## src/rtl/vector_mem_sequencer.sv

```systemverilog
// Strided whole-vector load/store sequencer in front of a 3-port data memory.
// Each beat covers three consecutive elements (one per memory lane). Load
// data is gathered into a vector buffer. The sequencer is the only master of
// the memory while busy.
module vector_mem_sequencer #(
  parameter int DATA_W  = 16,
  parameter int ADDR_W  = 16,
  parameter int MAX_LEN = 12,
  parameter int LEN_W   = 4
) (
  input  logic                      clock_i,
  input  logic                      reset_i,     // active-low, asynchronous
  input  logic                      start_i,
  input  logic                      is_store_i,
  input  logic [ADDR_W-1:0]         base_addr_i,
  input  logic [ADDR_W-1:0]         stride_i,
  input  logic [LEN_W-1:0]          vlen_i,
  input  logic [MAX_LEN*DATA_W-1:0] st_vector_i,
  output logic                      busy_o,
  output logic                      done_o,
  output logic [MAX_LEN*DATA_W-1:0] ld_vector_o,
  output logic [ADDR_W-1:0]         mem_pos1_o,
  output logic [ADDR_W-1:0]         mem_pos2_o,
  output logic [ADDR_W-1:0]         mem_pos3_o,
  output logic [DATA_W-1:0]         mem_wd1_o,
  output logic [DATA_W-1:0]         mem_wd2_o,
  output logic [DATA_W-1:0]         mem_wd3_o,
  output logic                      mem_oe_o,
  output logic                      mem_wen_o,
  input  logic [DATA_W-1:0]         mem_rd1_i,
  input  logic [DATA_W-1:0]         mem_rd2_i,
  input  logic [DATA_W-1:0]         mem_rd3_i
);

  // Element counters need headroom past MAX_LEN for the "one beat beyond" value.
  localparam int EW = LEN_W + 1;
  localparam int AW = $clog2(MAX_LEN);

  typedef enum logic [1:0] {S_IDLE, S_LOAD, S_STORE, S_DONE} state_e;

  state_e              state_q;
  logic [ADDR_W-1:0]   addr_q;
  logic [ADDR_W-1:0]   stride_q;
  logic [EW-1:0]       len_q;
  logic [EW-1:0]       elem_q;
  logic                busy_q, done_q, oe_q, wen_q;
  logic [DATA_W-1:0]   st_q   [MAX_LEN];
  logic [DATA_W-1:0]   ld_q   [MAX_LEN];
  logic [ADDR_W-1:0]   pos_q  [3];
  logic [DATA_W-1:0]   wd_q   [3];

  logic [DATA_W-1:0]   st_in  [MAX_LEN];
  logic [DATA_W-1:0]   rd_in  [3];
  logic [EW-1:0]       vlen_c;

  // Next-beat lane values and current-beat capture qualifiers.
  logic [ADDR_W-1:0]   beat_addr, beat_stride;
  logic [EW-1:0]       beat_elem, beat_len;
  logic                beat_store, beat_more;
  logic [EW-1:0]       lane_elem [3];
  logic                lane_ok   [3];
  logic [EW-1:0]       lane_src  [3];
  logic [ADDR_W-1:0]   pos_d     [3];
  logic [DATA_W-1:0]   wd_d      [3];
  logic [EW-1:0]       cap_idx   [3];
  logic                cap_ok    [3];

  genvar gi;
  generate
    for (gi = 0; gi < MAX_LEN; gi++) begin : g_pack
      assign st_in[gi] = st_vector_i[gi*DATA_W +: DATA_W];
      assign ld_vector_o[gi*DATA_W +: DATA_W] = ld_q[gi];
    end
  endgenerate

  assign rd_in[0] = mem_rd1_i;
  assign rd_in[1] = mem_rd2_i;
  assign rd_in[2] = mem_rd3_i;

  assign vlen_c = ({1'b0, vlen_i} > EW'(MAX_LEN)) ? EW'(MAX_LEN) : {1'b0, vlen_i};

  assign busy_o     = busy_q;
  assign done_o     = done_q;
  assign mem_oe_o   = oe_q;
  assign mem_wen_o  = wen_q;
  assign mem_pos1_o = pos_q[0];
  assign mem_pos2_o = pos_q[1];
  assign mem_pos3_o = pos_q[2];
  assign mem_wd1_o  = wd_q[0];
  assign mem_wd2_o  = wd_q[1];
  assign mem_wd3_o  = wd_q[2];

  // Lane addresses/data for the beat that follows the next edge: beat 0 from
  // the request inputs when idle, otherwise the beat after the current one.
  always_comb begin
    beat_addr   = addr_q + ADDR_W'(3) * stride_q;
    beat_stride = stride_q;
    beat_elem   = elem_q + EW'(3);
    beat_len    = len_q;
    beat_store  = (state_q == S_STORE);
    if (state_q == S_IDLE) begin
      beat_addr   = base_addr_i;
      beat_stride = stride_i;
      beat_elem   = '0;
      beat_len    = vlen_c;
      beat_store  = is_store_i;
    end
    beat_more = (beat_elem < beat_len);
    for (int n = 0; n < 3; n++) begin
      lane_elem[n] = beat_elem + EW'(n);
      lane_ok[n]   = (lane_elem[n] < beat_len);
      // Unused tail lanes mirror lane 1 so a duplicate write is harmless.
      pos_d[n]     = lane_ok[n] ? beat_addr + ADDR_W'(n) * beat_stride : beat_addr;
      lane_src[n]  = lane_ok[n] ? lane_elem[n] : beat_elem;
      wd_d[n]      = '0;
      if (beat_store && (lane_src[n] < EW'(MAX_LEN))) begin
        wd_d[n] = (state_q == S_IDLE) ? st_in[lane_src[n][AW-1:0]]
                                      : st_q[lane_src[n][AW-1:0]];
      end
      cap_idx[n] = elem_q + EW'(n);
      cap_ok[n]  = (cap_idx[n] < len_q);
    end
  end

  // Request latch, beat sequencing, load gather and registered memory outputs.
  always_ff @(posedge clock_i or negedge reset_i) begin
    if (!reset_i) begin
      state_q  <= S_IDLE;
      addr_q   <= '0;
      stride_q <= '0;
      len_q    <= '0;
      elem_q   <= '0;
      busy_q   <= 1'b0;
      done_q   <= 1'b0;
      oe_q     <= 1'b0;
      wen_q    <= 1'b0;
      for (int i = 0; i < MAX_LEN; i++) begin
        st_q[i] <= '0;
        ld_q[i] <= '0;
      end
      for (int n = 0; n < 3; n++) begin
        pos_q[n] <= '0;
        wd_q[n]  <= '0;
      end
    end else begin
      case (state_q)
        S_IDLE: begin
          done_q <= 1'b0;
          if (start_i) begin
            addr_q   <= base_addr_i;
            stride_q <= stride_i;
            len_q    <= vlen_c;
            elem_q   <= '0;
            busy_q   <= 1'b1;
            for (int i = 0; i < MAX_LEN; i++) begin
              st_q[i] <= st_in[i];
              if (!is_store_i && (EW'(i) >= vlen_c)) ld_q[i] <= '0;
            end
            if (vlen_c == '0) begin
              state_q <= S_DONE;
              done_q  <= 1'b1;
            end else begin
              state_q <= is_store_i ? S_STORE : S_LOAD;
              oe_q    <= ~is_store_i;
              wen_q   <= is_store_i;
              pos_q   <= pos_d;
              wd_q    <= wd_d;
            end
          end
        end
        S_LOAD, S_STORE: begin
          if (state_q == S_LOAD) begin
            for (int n = 0; n < 3; n++) begin
              if (cap_ok[n]) ld_q[cap_idx[n][AW-1:0]] <= rd_in[n];
            end
          end
          addr_q <= beat_addr;
          elem_q <= beat_elem;
          if (beat_more) begin
            pos_q <= pos_d;
            wd_q  <= wd_d;
          end else begin
            state_q <= S_DONE;
            done_q  <= 1'b1;
            oe_q    <= 1'b0;
            wen_q   <= 1'b0;
            for (int n = 0; n < 3; n++) begin
              pos_q[n] <= '0;
              wd_q[n]  <= '0;
            end
          end
        end
        S_DONE: begin
          state_q <= S_IDLE;
          done_q  <= 1'b0;
          busy_q  <= 1'b0;
        end
        default: state_q <= S_IDLE;
      endcase
    end
  end

endmodule

```

## config.mk

```make
export PLATFORM = sky130hd
export DESIGN_NAME = vector_mem_sequencer
export DESIGN_NICKNAME = d
export VERILOG_FILES = /design/src/rtl/vector_mem_sequencer.sv
export SDC_FILE = /design/constraint.sdc
export NUM_CORES = 2
export LEC_CHECK = 0
export CAP_MARGIN = 20
export CELL_PAD_IN_SITES_DETAIL_PLACEMENT = 1
export CELL_PAD_IN_SITES_GLOBAL_PLACEMENT = 2
export CORE_MARGIN = 8
export CORE_UTILIZATION = 29
export DETAILED_ROUTE_END_ITERATION = 12
export PLACE_DENSITY_LB_ADDON = 0.1
export SLEW_MARGIN = 20
export SYNTH_ARGS = -nofsm -noshare
export SYNTH_HDL_FRONTEND = slang
export SYNTH_SLANG_ARGS = --single-unit
```

## constraint.sdc

```tcl
create_clock -name clock_i -period 6.35 [get_ports clock_i]
set_clock_uncertainty 0.15 [all_clocks]
set_input_delay 1.27 -clock clock_i [delete_from_list [all_inputs] [get_ports clock_i]]
set_output_delay 1.27 -clock clock_i [all_outputs]
set_load 0.05 [all_outputs]
```

==> metrics.md <==
| Metric | Value |
|---|---|
| YS warnings | 0 |
| Placeable Area | 122000 um2 |
| Peak Freq | 171 MHz |
| Final period util | 92.1% |
| Synthesized area | 35700 um2 |
| Hold Path Origin | mem_pos2_o[2] |
| Number of synthesized flops with an enable pin | 0 |
| Area post-placement | 43100 um2 |
| FF-to-FF End | mem_wd2_o[3] |
| WP data required | 6.72 ns |
| Worst R2R Path Depth | 17 |
| Starting Density | 29.3% |
| Endpoints failing setup | 0 |
| Final #Nets | 5108 |
| # DRC | 0 |
| Worst setup EP type | flop |
| Placer Congestion | 0.876 |
| Reg-to-Reg Start | state_q[0] |
| Hold EP | mem_pos2_o[2] |
| Worst skew pair latency | 0.65 ns |
| Num rows | 128 |
| Rel. slew slack | 17.3% |
| Post-synth cell types | 79 |
| Final Max Tran Viols | 0 |
| Number of global-route vias before repair | 36900 |
| Post-synth top flop | dfrtp_1 |
| Die ar. | 135000 um2 |
| I/O pin count | 572 |
| H-tree depth | 3 |
| Initial drt markers | 2737 |
| TritonRoute pass-1 iters | 5 |
| Final core utilization | 37.3% |
| Post-synthesis sequential area ratio | 36.8% |
| Die height | 367 um |
| Synthesized Nets | 4703 |
| Crit path arrival time | 6.22 ns |
| Fillers | 14200 |
| First-pass GRT wire length | 273000 um |
| Avg Cell Area, Syn | 8.25 um2 |
| ANT nets after route | 0 |
| Launch point of the worst path | vlen_i[3] |
| Clock transition at path regs | 0.06 ns |
| Worst-path fanout max | 15 |
| WL/cell | 29.1 um |
| Commonest cells after routing, fill and taps aside | nand2_1 (1226), clkdlybuf4s50_1 (567), dfrtp_1 (526), mux2i_1 (350), a21oi_1 (319) |
| Num CTS Buffers | 72 |
| Die span in x | 367 um |
| Synth async-reset ratio | 100% |
| Fin crit period | 5.85 ns |
| Max-cap viol count | 0 |
| Worst-margin pin slew | 1.24 ns |
| Footprint of the multi-input gates | 21200 um2 |
| Hold_buf cts | 0 |
| Initial antenna violation count | 13 |
| Final instance area | 45500 um2 |
| #FFs+latches synth | 526 |
| Area Overhead vs Synth | 27.3% |
| CTS tree | built |
| Vias | 35500 |
| GRT overflow | 0 |
| Hold Path Depth | 2 |
| Outcome | finished, final reports clean |
| Worst reg-to-reg setup slack | 0.59 ns |
| WL final | 187000 um |
| Layout cells sized above 1 | 8.38% |
| Startpoint Class | input pin |
| Post-synthesis cell count | 4331 |
| RSZ-0062 raised after global routing | no |
| Final hold violations | 0 |
| Clock Tree Root | clkbuf_16 |
| GRT Total Usage | 26.8% |
| Clk sink count | 526 |
| CTS max path bufs | 3 |
| Port bufs | 571 |
| Storage cell area | 13200 um2 |
| Via density | 5.52 |
| Commonest non-fill, non-tap cell in the layout | nand2_1 |
| Dpl hpwl | 135000 um |
| Largest net degree at the start of global routing | 113 |
| PostCTS Resize Cnt | 0 |
| Kind of critical path | in2reg |
| Hold WC Path Type | reg2reg |
| Post-CTS Setup Inserts | 0 |
[logic make-up (layout without fill, tap and decap cells)]
kind of cell / after synthesis / count (layout) / synth area share [%]
flops: 526 / 526 / 36.8
other cells: 0 / 6 / 0
compound gates: 987 / 987 / 16.7
fa+ha+maj: 92 / 92 / 3.58
xor+xnor: 77 / 77 / 1.93
mux: 469 / 469 / 16.5
buf+inv: 395 / 850 / 4.40
simple gates: 1785 / 1785 / 20.0
[worst max-delay path, cell delays in order]
cell	delay, ns
clkdlybuf4s50_1	0.61
nand2_1	0.19
nand2_1	0.14
nor2_1	0.05
a21oi_1	0.31
ha_1	0.31
a21o_1	0.15
a21o_1	0.18
a221oi_2	0.38
and2_2	0.41
mux2i_2	0.48
buf_4	0.28
nand2_1	0.47
o22ai_1	0.51
nor3_1	0.16
a211o_1	0.30
[cell usage after synthesis, drive strengths merged, types with 21 or more instances]
library cell | number | area, um2
inv | 44 | 165
xnor2 | 56 | 498
o21ai | 297 | 1490
mux2 | 25 | 282
and2 | 21 | 131
nor2 | 309 | 1160
nand2 | 1234 | 4630
buf | 66 | 338
mux4 | 93 | 2100
dfrtp | 526 | 13200
mux2i | 351 | 3510
xor2 | 21 | 191
a31oi | 25 | 156
nor3 | 37 | 185
nand4 | 23 | 144
ha | 75 | 938
nand3 | 102 | 510
o22ai | 44 | 275
a211oi | 143 | 1080
clkbuf | 284 | 1070
a21oi | 321 | 1610
[how the worst max path moves through the flow]
| stage | slack (ns) | endpoint | cells past startpoint |
|---|---|---|---|
| finish | 0.50 | mem_wd2_o[3] | 16 |
| global route | 0.25 | mem_pos3_o[15] | 18 |
| CTS | 0.60 | mem_wd2_o[8] | 17 |
| detailed placement | -0.02 | mem_wd2_o[8] | 16 |
| global placement | 0.08 | mem_wd2_o[3] | 16 |
| floorplan | 0.39 | mem_wd2_o[10] | 26 |
[state kept, by name, summed over array words and instances, names as in the netlist]
signal / flops
addr_q: 16
busy_o: 1
done_o: 1
elem_q: 5
ld_vector_o: 192
len_q: 4
mem_oe_o: 1
mem_pos1_o: 16
mem_pos2_o: 16
mem_pos3_o: 15
mem_wd1_o: 16
mem_wd2_o: 16
mem_wd3_o: 16
mem_wen_o: 1
st_q: 192
state_q: 2
stride_q: 16
[metal layers]
metal	share of wire (%)	global-route usage, %	vias up
met5	0.013	0	-
met4	3.7	9.20	4
met3	5.4	4.34	291
met2	48	45.4	1165
met1	43	34.6	18100
li1	-	-	15900
[stage by stage]
| stage | setup WS, ns | cells | TNS, ns | hold WS, ns |
|---|---|---|---|---|
| 6_report | 0.501 | 6417 | 0 | 0.332 |
| 2_1_floorplan | 0.393 | 4331 | 0 | 0.303 |
| 3_3_place_gp | 0.0801 | 6285 | 0 | 0.315 |
| 3_5_place_dp | -0.0176 | 6285 | -0.0281 | 0.323 |
| 4_1_cts | 0.597 | 6409 | 0 | 0.340 |
| 5_1_grt | 0.252 | 6413 | 0 | 0.360 |
[final cells by class]
cell class,instances,share of cell area (%)
clock inverter,13,0.215
sequential,526,28.9
antenna,6,0.0330
timing repair buffer,681,14.6
clock buffer,111,4.82
tap,1625,4.47
multi-input combinational,3410,46.5
inverter,45,0.377
Power is left out: the tool's default activity adds up to more than one toggle a clock period on the data nets, which glitch-free logic cannot reach.
